===== config.mk =====
export PLATFORM = sky130hd
export DESIGN_NAME = wb_slave_mux
export DESIGN_NICKNAME = d
export VERILOG_FILES = /design/src/rtl/wb_pkg.sv /design/src/rtl/wb_addr_decode.sv /design/src/rtl/wb_slave_mux.sv
export SDC_FILE = /design/constraint.sdc
export NUM_CORES = 1
export LEC_CHECK = 0
export ABC_AREA = 1
export CORE_AREA = 2 2 141 143
export CTS_BUF_LIST = sky130_fd_sc_hd__clkbuf_8 sky130_fd_sc_hd__clkbuf_16
export CTS_CLUSTER_SIZE = 12
export DETAILED_ROUTE_END_ITERATION = 8
export DIE_AREA = 0 0 143 145
export GPL_ROUTABILITY_DRIVEN = 0
export PLACE_DENSITY = 0.81
export SLEW_MARGIN = 15
export SYNTH_ARGS = -nofsm -noshare
export SYNTH_HDL_FRONTEND = slang
export SYNTH_SLANG_ARGS = --single-unit
export TNS_END_PERCENT = 20

===== constraint.sdc =====
create_clock -name clk -period 6.9 [get_ports clk]
set_clock_uncertainty 0.05 [all_clocks]
set_input_delay 1.035 -clock clk [delete_from_list [all_inputs] [get_ports clk]]
set_output_delay 1.035 -clock clk [all_outputs]
set_load 0.1 [all_outputs]

===== src/rtl/wb_pkg.sv =====
// Shared Wishbone definitions: bus widths, default error data and the
// one-hot state encoding used by the slave mux FSM.
package wb_pkg;

    localparam int WB_ADR_W = 36;
    localparam int WB_DAT_W = 32;
    localparam int WB_SEL_W = 4;

    localparam logic [WB_DAT_W-1:0] WB_ERR_DATA = 32'hDEADBEEF;

    typedef enum logic [2:0] {
        ST_IDLE   = 3'b001,
        ST_ACTIVE = 3'b010,
        ST_ACK    = 3'b100
    } wb_state_e;

endpackage


===== src/rtl/wb_addr_decode.sv =====
// Combinational mask/base address decoder; the lowest-index matching slave wins.
module wb_addr_decode
    import wb_pkg::*;
#(
    parameter int                          NSLAVES    = 4,
    parameter logic [WB_ADR_W*NSLAVES-1:0] SLAVE_BASE = '0,
    parameter logic [WB_ADR_W*NSLAVES-1:0] SLAVE_MASK = '0
) (
    input  logic [WB_ADR_W-1:0] adr,
    output logic [NSLAVES-1:0]  hit,
    output logic                valid
);

    // Walk downwards so a lower-index match overwrites any higher one.
    always_comb begin
        hit = '0;
        for (int i = NSLAVES - 1; i >= 0; i--) begin
            if ((adr & SLAVE_MASK[WB_ADR_W*i +: WB_ADR_W]) == SLAVE_BASE[WB_ADR_W*i +: WB_ADR_W]) begin
                hit    = '0;
                hit[i] = 1'b1;
            end
        end
    end

    assign valid = |hit;

endmodule


===== src/rtl/wb_slave_mux.sv =====
// Wishbone 1-to-NSLAVES interconnect stage; unmapped or silent slaves are
// completed with ERR_DATA so the master can never hang.
module wb_slave_mux
    import wb_pkg::*;
#(
    parameter int                          NSLAVES    = 4,
    parameter logic [WB_ADR_W*NSLAVES-1:0] SLAVE_BASE = '0,
    parameter logic [WB_ADR_W*NSLAVES-1:0] SLAVE_MASK = '0,
    parameter int                          TIMEOUT    = 255,
    parameter logic [WB_DAT_W-1:0]         ERR_DATA   = WB_ERR_DATA
) (
    input  logic                        clk,
    input  logic                        reset,
    input  logic [WB_ADR_W-1:0]         m_adr_i,
    input  logic [WB_DAT_W-1:0]         m_dat_i,
    input  logic                        m_we_i,
    input  logic [WB_SEL_W-1:0]         m_sel_i,
    input  logic                        m_stb_i,
    input  logic                        m_cyc_i,
    output logic [WB_DAT_W-1:0]         m_dat_o,
    output logic                        m_ack_o,
    output logic [WB_ADR_W-1:0]         s_adr_o,
    output logic [WB_DAT_W-1:0]         s_dat_o,
    output logic                        s_we_o,
    output logic [WB_SEL_W-1:0]         s_sel_o,
    output logic [NSLAVES-1:0]          s_stb_o,
    output logic [NSLAVES-1:0]          s_cyc_o,
    input  logic [WB_DAT_W*NSLAVES-1:0] s_dat_i,
    input  logic [NSLAVES-1:0]          s_ack_i,
    output logic                        err_flag,
    output logic [WB_ADR_W-1:0]         err_adr,
    output logic                        err_timeout,
    input  logic                        err_clr
);

    localparam int              CNT_W    = $clog2(TIMEOUT + 1);
    localparam logic [CNT_W-1:0] CNT_LAST = CNT_W'(TIMEOUT - 1);
    localparam logic [CNT_W-1:0] CNT_MAX  = '1;

    wb_state_e             state_q, state_d;
    logic [CNT_W-1:0]      cnt_q, cnt_d;
    logic [NSLAVES-1:0]    hit, stb_d;
    logic                  hit_vld;
    logic                  slv_ack;
    logic [WB_DAT_W-1:0]   slv_dat, dat_d;
    logic                  ack_d, ld_bus, err_set, err_to_d, flag_d;
    logic [WB_ADR_W-1:0]   err_adr_d;

    wb_addr_decode #(
        .NSLAVES    (NSLAVES),
        .SLAVE_BASE (SLAVE_BASE),
        .SLAVE_MASK (SLAVE_MASK)
    ) u_decode (
        .adr   (m_adr_i),
        .hit   (hit),
        .valid (hit_vld)
    );

    // The held one-hot strobe doubles as the slave select for ack and read data.
    assign slv_ack = |(s_ack_i & s_stb_o);

    always_comb begin
        slv_dat = '0;
        for (int i = 0; i < NSLAVES; i++) begin
            if (s_stb_o[i])
                slv_dat = slv_dat | s_dat_i[WB_DAT_W*i +: WB_DAT_W];
        end
    end

    always_comb begin
        state_d   = state_q;
        stb_d     = s_stb_o;
        cnt_d     = cnt_q;
        ack_d     = 1'b0;
        dat_d     = m_dat_o;
        ld_bus    = 1'b0;
        err_set   = 1'b0;
        err_to_d  = err_timeout;
        err_adr_d = err_adr;
        case (state_q)
            ST_IDLE: begin
                if (m_cyc_i && m_stb_i) begin
                    ld_bus = 1'b1;
                    if (hit_vld) begin
                        state_d = ST_ACTIVE;
                        stb_d   = hit;
                        cnt_d   = '0;
                    end else begin
                        state_d   = ST_ACK;
                        ack_d     = 1'b1;
                        dat_d     = ERR_DATA;
                        err_set   = 1'b1;
                        err_adr_d = m_adr_i;
                        err_to_d  = 1'b0;
                    end
                end
            end
            ST_ACTIVE: begin
                // Abort beats ack, and ack beats a coincident timeout.
                if (!m_cyc_i) begin
                    state_d = ST_IDLE;
                    stb_d   = '0;
                end else if (slv_ack) begin
                    state_d = ST_ACK;
                    stb_d   = '0;
                    ack_d   = 1'b1;
                    dat_d   = slv_dat;
                end else if (cnt_q == CNT_LAST) begin
                    state_d   = ST_ACK;
                    stb_d     = '0;
                    ack_d     = 1'b1;
                    dat_d     = ERR_DATA;
                    err_set   = 1'b1;
                    err_adr_d = s_adr_o;
                    err_to_d  = 1'b1;
                end else if (cnt_q != CNT_MAX) begin
                    cnt_d = cnt_q + 1'b1;
                end
            end
            ST_ACK: begin
                state_d = ST_IDLE;
            end
            default: begin
                state_d = ST_IDLE;
                stb_d   = '0;
            end
        endcase
        // A new error outranks a simultaneous clear.
        flag_d = err_set ? 1'b1 : (err_clr ? 1'b0 : err_flag);
    end

    always_ff @(posedge clk or posedge reset) begin
        if (reset) begin
            state_q     <= ST_IDLE;
            cnt_q       <= '0;
            m_ack_o     <= 1'b0;
            m_dat_o     <= '0;
            s_stb_o     <= '0;
            s_adr_o     <= '0;
            s_dat_o     <= '0;
            s_we_o      <= 1'b0;
            s_sel_o     <= '0;
            err_flag    <= 1'b0;
            err_adr     <= '0;
            err_timeout <= 1'b0;
        end else begin
            state_q     <= state_d;
            cnt_q       <= cnt_d;
            m_ack_o     <= ack_d;
            m_dat_o     <= dat_d;
            s_stb_o     <= stb_d;
            err_flag    <= flag_d;
            err_adr     <= err_adr_d;
            err_timeout <= err_to_d;
            if (ld_bus) begin
                s_adr_o <= m_adr_i;
                s_dat_o <= m_dat_i;
                s_we_o  <= m_we_i;
                s_sel_o <= m_sel_i;
            end
        end
    end

    assign s_cyc_o = s_stb_o;

endmodule


==> metrics.log, run 1 <==
INFO  metric detail_route.drc_violations = 0
INFO  metric numCtsBuffers = 17
INFO  metric most_numerous_cell_in_the_yosys_netlist = sky130_fd_sc_hd__dfrtp_1
INFO  metric synth_top_area_cell = sky130_fd_sc_hd__dfrtp_1
INFO  metric critPathArrivalTime = between 3 and 4 ns
INFO  metric core.rowCount = slightly above 50
INFO  metric timing.reg2reg.worst_path_depth = 7
INFO  metric yosys_warns = 0
INFO  metric num-nets-final = 1159
INFO  metric total_placed_cells_including_tap_cells = 1193
INFO  metric setup_viol = 0
INFO  metric synth.top_cell.area_share = 0.596
INFO  metric floorplan.initialDensity = 0.339
INFO  metric fp.dieArea = slightly above 0.02 mm^2
INFO  metric fp.dieW = approximately 140 um
INFO  metric layoutNonFillerInstCount = approximately 1200
INFO  metric vias_per_cell = around 4.3
INFO  metric library_cells_used_by_synthesis = 28
INFO  metric drive_above_1_share = 0.0865
INFO  metric timing.hold.worst_endpoint = err_timeout$_DFFE_PP0P_
INFO  metric antennaDiodeCount = 0
INFO  metric swShare = 0.562
INFO  metric worstSetupStartpointType = input pin
INFO  metric detailroute.via_count = about 5300
INFO  metric worst_rel_slew_slack = 0.314
INFO  metric seqPwrFrac = 0.250
INFO  metric ff_latch_count_synth = approximately 160
INFO  metric slowest_stage_cell_cp = sky130_fd_sc_hd__nand3_4
INFO  metric max_stage_delay = 0.77 ns
INFO  metric vdd_drop_max = around 0.43 mV
INFO  metric timing.critical_path.buf_inv = 2
INFO  metric cts-resized-gates = 0
INFO  metric timing_worst_setup_path_type = in2reg
INFO  metric clk_root_buffer_cell = sky130_fd_sc_hd__clkbuf_16
INFO  metric cts_tree = done
INFO  metric cellInternalPower = 2330 uW
INFO  metric cts.sinks = about 160
INFO  metric cpLargestDelayFamily = buffers and inverters
INFO  metric detailedRoute.firstPassIterationCount = 5
INFO  metric final_hold_viol_count = 0
INFO  metric power.static_leakage = 0.00478 uW
INFO  metric io_pins = between 300 and 400
INFO  metric area_growth_syn_to_layout = 50.1%
INFO  metric timing.critical_path.fanout_max = between 100 and 150
INFO  metric cts.clk_slew.worst_paths = roughly 0.060 ns
INFO  metric rsz0062_at_grt = no
INFO  metric worstReg2RegEnd = s_adr_o[6]$_DFFE_PP0P_
INFO  metric postLayoutCoreUtil = 0.509
INFO  metric grt_first_pass_wirelength = 26.4 mm
INFO  metric filler_cell_count = roughly 1700
INFO  metric clock.fmax = between 300 and 400 MHz
INFO  metric clk_latency = a little over 0.4 ns
INFO  metric total_switching_power = ~3000 uW
INFO  metric synthArstFlopShare = 1.00
INFO  metric core_region_area = 0.0192 mm^2
INFO  metric outcome = finished clean
INFO  metric timing.final.max_slew_violations = 0
INFO  metric syn_area = roughly 0.0065 mm^2
INFO  metric ctsHoldBuffers = 0
INFO  metric grt_start_max_net_pins = about 100
INFO  metric wl_per_cell = about 13 um
INFO  metric hold_path_startpoint = err_timeout$_DFFE_PP0P_
INFO  metric rrSetupSlack = between 4 and 5 ns
INFO  metric first_iter_violations = about 210
INFO  metric min-delay-path-class = reg2reg
INFO  metric preCtsSetupSlack = around 3.3 ns
INFO  metric cts.htree.levels = 4
INFO  metric grt_pass1_vias = 5324
INFO  metric r2r-start = state_q[1]$_DFFE_PP0P_
INFO  metric max-clock-path-buffers = 2
INFO  metric synth_cells = 700
INFO  metric count_of_cells_along_the_worst_hold_path = 2
INFO  metric routed_wirelength = 16.1 mm
INFO  metric syn_area_per_cell = about 9.3 um^2
INFO  metric globalRoute.totalOverflow = 0
INFO  metric synth-main-ff-cell = sky130_fd_sc_hd__dfrtp_1
INFO  metric chipHeight = about 150 um
INFO  metric all_layer_global_routing_usage = 0.160
INFO  metric place.detailed.hpwl = 11.4 mm
INFO  metric end_kind = flip-flop
INFO  metric worst_pin_slew = roughly 1.0 ns
INFO  metric critical_path_required = roughly 7.1 ns
INFO  metric top_cells_by_area_in_the_synthesized_netlist = sky130_fd_sc_hd__dfrtp_1, sky130_fd_sc_hd__nand2_1, sky130_fd_sc_hd__inv_1
INFO  metric yosysSeqAreaShare = 0.600
INFO  metric synth_enable_flop_cells = 0
INFO  metric crit_path_cells = clkdlybuf4s50_1, nand3_4, buf_4, nor2_1, a21oi_1
INFO  metric final.period_utilization = 0.451
INFO  metric cts.repair_timing.setup_buffer_count = 0
INFO  metric buffer_ports.inserted = 256
INFO  metric finalCriticalPeriod = between 3 and 4 ns
INFO  metric clock_share_of_power = 0.175
INFO  metric final_antenna_net_count = 0
INFO  metric setup_ws = about 3.8 ns
INFO  metric pwr-share-comb = 0.575
INFO  metric grt_antenna_before_repair = 0
INFO  metric max_cap_violations = 0
INFO  metric power_density = 545 mW/mm^2
INFO  metric tns = 0 ns
INFO  metric synth_top_cells_by_count = sky130_fd_sc_hd__dfrtp_1, sky130_fd_sc_hd__nand2_1, sky130_fd_sc_hd__inv_1
[cells in the final DEF, fill, tap and decap left out, drive strengths merged]
cell	instances
clkinv	2
buf	3
inv	126
nor3	1
ha	2
o21a	1
nand4	3
dfrtp	155
conb	6
clkinvlp	3
nor2	81
clkdlybuf4s50	256
bufinv	1
o21ai	75
nand2	149
nand3	15
a21oi	62
dfstp	1
clkbuf	18
[worst max path at each step]
stage / from / end / slack [ns] / cells after the start
4_1_cts: m_cyc_i / s_adr_o[6]$_DFFE_PP0P_ / 3.79 / 5
6_report: m_cyc_i / s_adr_o[6]$_DFFE_PP0P_ / 3.79 / 5
3_5_place_dp: m_cyc_i / s_adr_o[6]$_DFFE_PP0P_ / 3.35 / 5
3_3_place_gp: m_cyc_i / s_adr_o[35]$_DFFE_PP0P_ / 3.37 / 5
2_1_floorplan: reset / cnt_q[0]$_DFFE_PP0P_ / 1.61 / 1
5_1_grt: m_cyc_i / s_adr_o[12]$_DFFE_PP0P_ / 3.62 / 5
[final cells by class]
class,count,area (um^2),area share
tap,265,332,0.0339
clock buffer,18,439,0.0449
clock inverter,14,149,0.0152
inverter,118,448,0.0458
sequential,156,3910,0.400
multi-input combinational,395,1910,0.196
timing repair buffer,259,2580,0.265
[state kept, by name, summed over array words and instances (netlist names)]
signal       count
s_we_o           1
cnt_q            8
s_cyc_o          1
err_flag         1
err_timeout      1
s_dat_o         32
err_adr         36
s_adr_o         36
m_ack_o          1
s_sel_o          4
m_dat_o         32
state_q          3
[logic make-up (layout without fill, tap and decap cells)]
| family | count (synthesis) | count (layout) | share of synthesized area |
|---|---|---|---|
| AND/OR/NAND/NOR | 249 | 249 | 0.160 |
| flip-flops | 156 | 156 | 0.600 |
| buffers and inverters | 154 | 409 | 0.111 |
| AO/OA/AOI/OAI | 138 | 138 | 0.124 |
| adder cells (fa/ha/maj) | 2 | 2 | 0.00384 |
| other | 1 | 6 | 0.000576 |
[worst reg2reg max path, stage by stage, from the launching register on]
cell and delay (ns):
sky130_fd_sc_hd__dfrtp_1 0.46, sky130_fd_sc_hd__nor2_2 0.15, sky130_fd_sc_hd__nand2_2 0.10, sky130_fd_sc_hd__inv_2 0.08, sky130_fd_sc_hd__nand3_4 0.70, sky130_fd_sc_hd__buf_4 0.63, sky130_fd_sc_hd__nor2_1 0.19, sky130_fd_sc_hd__a21oi_1 0.06
[layer usage]
metal | wire (um) | global-route usage | part of all wire | vias up
met2 | 7910 | 0.269 | 0.49 | 187
met4 | 347 | 0.0624 | 0.022 | 0
met3 | 1250 | 0.0472 | 0.077 | 18
met5 | 0 | 0 | 0 | -
met1 | 6620 | 0.191 | 0.41 | 2434
li1 | - | - | - | 2628
[stage by stage]
step           area [um^2]  total power [uW]  hold WS (ns)
3_3_place_gp          9180              4380         0.396
6_report              9770              5330         0.422
3_5_place_dp          9180              4420         0.409
5_1_grt               9770              5540         0.448
4_1_cts               9770              5370         0.425
2_1_floorplan         6530              3670         0.421
[power groups by stage]
stage,logic (uW),registers (uW),clock network [uW]
floorplan,400,3270,0
global placement,3050,1330,0
detailed placement,3080,1350,0
CTS,3080,1340,956
global route,3180,1370,998
finish,3060,1330,931
(Power assumes the default switching activity.)
==> run 2, diff against run 1 <==
- clock period: 6.9 -> 3 ns (I/O delays scaled with it)
==> run 2 against run 1 <==
Effect of this change:
- total power up 130%
- cell count up 0.57%
- sequential power up 130%
- combinational power up 120%
- count of clock-buffer cells in the layout down 1
- die area unchanged
- sequential share of layout area up 1.1 points
- global-route usage down 0.16 points
- highest routed layer unchanged
==> metrics.log, run 2 (synthesized netlist as in run 1, its figures left out) <==
INFO  metric final_antenna_net_count = 0
INFO  metric worst_pin_slew = roughly 0.51 ns
INFO  metric min-delay-path-class = in2async
INFO  metric final_common_cell = sky130_fd_sc_hd__dfrtp_1
INFO  metric final.period_utilization = 0.669
INFO  metric first_iter_violations = 144
INFO  metric crit_path_cells = inv_1, ha_1, inv_1, nor2_2, nand4_4, buf_4, nand2_1, o21ai_2
INFO  metric detailedRoute.firstPassIterationCount = 4
INFO  metric num-nets-final = between 1000 and 1500
INFO  metric vdd_drop_max = between 0.8 and 0.9 mV
INFO  metric timing_worst_setup_path_type = reg2reg
INFO  metric timing.reg2reg.worst_path_depth = 8
INFO  metric grt_start_max_net_pins = 77
INFO  metric reg.largest.list = err_adr (36), s_adr_o (36)
INFO  metric final_hold_viol_count = 0
INFO  metric place.detailed.hpwl = 11.6 mm
INFO  metric timing.critical_path.fanout_max = 25
INFO  metric rrSetupSlack = between 0.9 and 1 ns
INFO  metric rsz0062_at_grt = no
INFO  metric chipHeight = 145 um
INFO  metric worstReg2RegEnd = err_adr[28]$_DFFE_PP0P_
INFO  metric path_common_cell = sky130_fd_sc_hd__inv_1
INFO  metric critical_path_required = ~3.3 ns
INFO  metric cts.clk_slew.worst_paths = roughly 0.07 ns
INFO  metric clk_latency = slightly above 0.4 ns
INFO  metric cts_tree = done
INFO  metric end_kind = flip-flop
INFO  metric timing.final.max_slew_violations = 0
INFO  metric detailroute.via_count = roughly 5300
INFO  metric floorplan.initialDensity = 0.339
INFO  metric buffer_ports.inserted = roughly 260
INFO  metric worstSetupStartpointType = flip-flop
INFO  metric r2r-start = cnt_q[0]$_DFFE_PP0P_
INFO  metric grt_pass1_vias = roughly 5300
INFO  metric drive_above_1_share = 0.243
INFO  metric antennaDiodeCount = 0
INFO  metric vias_per_cell = roughly 4.3
INFO  metric cts.sinks = between 150 and 200
INFO  metric tot_pwr = between 10000 and 15000 uW
INFO  metric clock.fmax = between 400 and 500 MHz
INFO  metric grt_antenna_before_repair = 0
INFO  metric setup_viol = 0
INFO  metric power.static_leakage = ~0.0050 uW
INFO  metric fp.dieArea = 0.0207 mm^2
INFO  metric slowest_stage_cell_cp = sky130_fd_sc_hd__dfrtp_1
INFO  metric detail_route.drc_violations = 0
INFO  metric cts-resized-gates = 0
INFO  metric max-clock-path-buffers = 2
INFO  metric power_density = ~1300 mW/mm^2
INFO  metric outcome = finished clean
INFO  metric io_pins = 362
INFO  metric max_stage_delay = 0.42 ns
INFO  metric all_layer_global_routing_usage = 0.158
INFO  metric area_growth_syn_to_layout = 46.1%
INFO  metric core.rowCount = 51
INFO  metric core_region_area = a little under 0.02 mm^2
INFO  metric cts.repair_timing.setup_buffer_count = 0
INFO  metric max_cap_violations = 0
INFO  metric layout.cells.most_common_list = sky130_fd_sc_hd__dfrtp_1, sky130_fd_sc_hd__buf_4, sky130_fd_sc_hd__nand2_1, sky130_fd_sc_hd__inv_1, sky130_fd_sc_hd__clkdlybuf4s50_1
INFO  metric clk_root_buffer_cell = sky130_fd_sc_hd__clkbuf_16
INFO  metric numCtsBuffers = 17
INFO  metric fp.dieW = approximately 140 um
INFO  metric cts.htree.levels = 4
INFO  metric wl_per_cell = ~13 um
INFO  metric routed_wirelength = about 16 mm
INFO  metric globalRoute.totalOverflow = 0
INFO  metric grt_first_pass_wirelength = ~26 mm
INFO  metric tns = 0 ns
INFO  metric worst_rel_slew_slack = 0.659
INFO  metric critPathArrivalTime = between 2 and 2.5 ns
INFO  metric finalCriticalPeriod = around 2 ns
INFO  metric ctsHoldBuffers = 0
## run 2: cell types whose count changed in the layout (fill, tap and decap cells not counted)
cell,delta
sky130_fd_sc_hd__buf_12,+5
sky130_fd_sc_hd__clkbuf_8,-1
sky130_fd_sc_hd__inv_6,-1
sky130_fd_sc_hd__clkdlybuf4s50_1,-146
sky130_fd_sc_hd__clkinv_4,+1
sky130_fd_sc_hd__inv_1,+1
sky130_fd_sc_hd__buf_4,+148
## run 2: area by class of cell
class                   count  area, um^2
repair buffers            266        2330
inverters                 118         447
clock inverters            15         154
clock buffers              17         425
well taps                 265         332
fillers                  1821        9700
multi-input cells         395        1910
flip-flops and latches    156        3910
## run 2: through the flow
stage	util	hold WS [ns]	setup WS, ns	cell area [um^2]	cells
4_1_cts	0.495	0.349	0.959	9510	1232
2_1_floorplan	-	0.421	0.528	6530	705
6_report	0.495	0.361	0.994	9510	1232
3_3_place_gp	0.465	0.401	0.708	8930	1200
3_5_place_dp	0.465	0.405	0.699	8930	1200
5_1_grt	0.495	0.393	0.821	9510	1232
## run 2: worst max-delay path by stage
stage	from	to	slack [ns]	depth (start not counted)
floorplan	reset	cnt_q[0]$_DFFE_PP0P_	0.53	1
global placement	s_ack_i[0]	err_adr[31]$_DFFE_PP0P_	0.71	6
detailed placement	s_ack_i[0]	err_adr[33]$_DFFE_PP0P_	0.70	6
CTS	cnt_q[0]$_DFFE_PP0P_	err_adr[33]$_DFFE_PP0P_	0.96	8
global route	cnt_q[0]$_DFFE_PP0P_	err_adr[33]$_DFFE_PP0P_	0.82	8
finish	cnt_q[0]$_DFFE_PP0P_	err_adr[28]$_DFFE_PP0P_	0.99	8
## run 2: where the power goes
part / internal (uW) / total, uW / switching, uW
Combinational: 1240 / 6820 / 5580
Clock: 1180 / 2120 / 948
Sequential: 2730 / 3080 / 357
## run 2: critical path, delay by kind of cell, from the launching register on
family,cells,cell delay (ns)
AND/OR/NAND/NOR,3,0.74
flip-flops,1,0.42
buffers and inverters,3,0.49
AO/OA/AOI/OAI,1,0.05
adder cells (fa/ha/maj),1,0.13
## run 2: layer usage
layer | routed length [um] | global-route usage
met1 | 6770 | 0.192
met2 | 7580 | 0.260
met3 | 1120 | 0.0455
met4 | 474 | 0.0703
met5 | 0 | 0
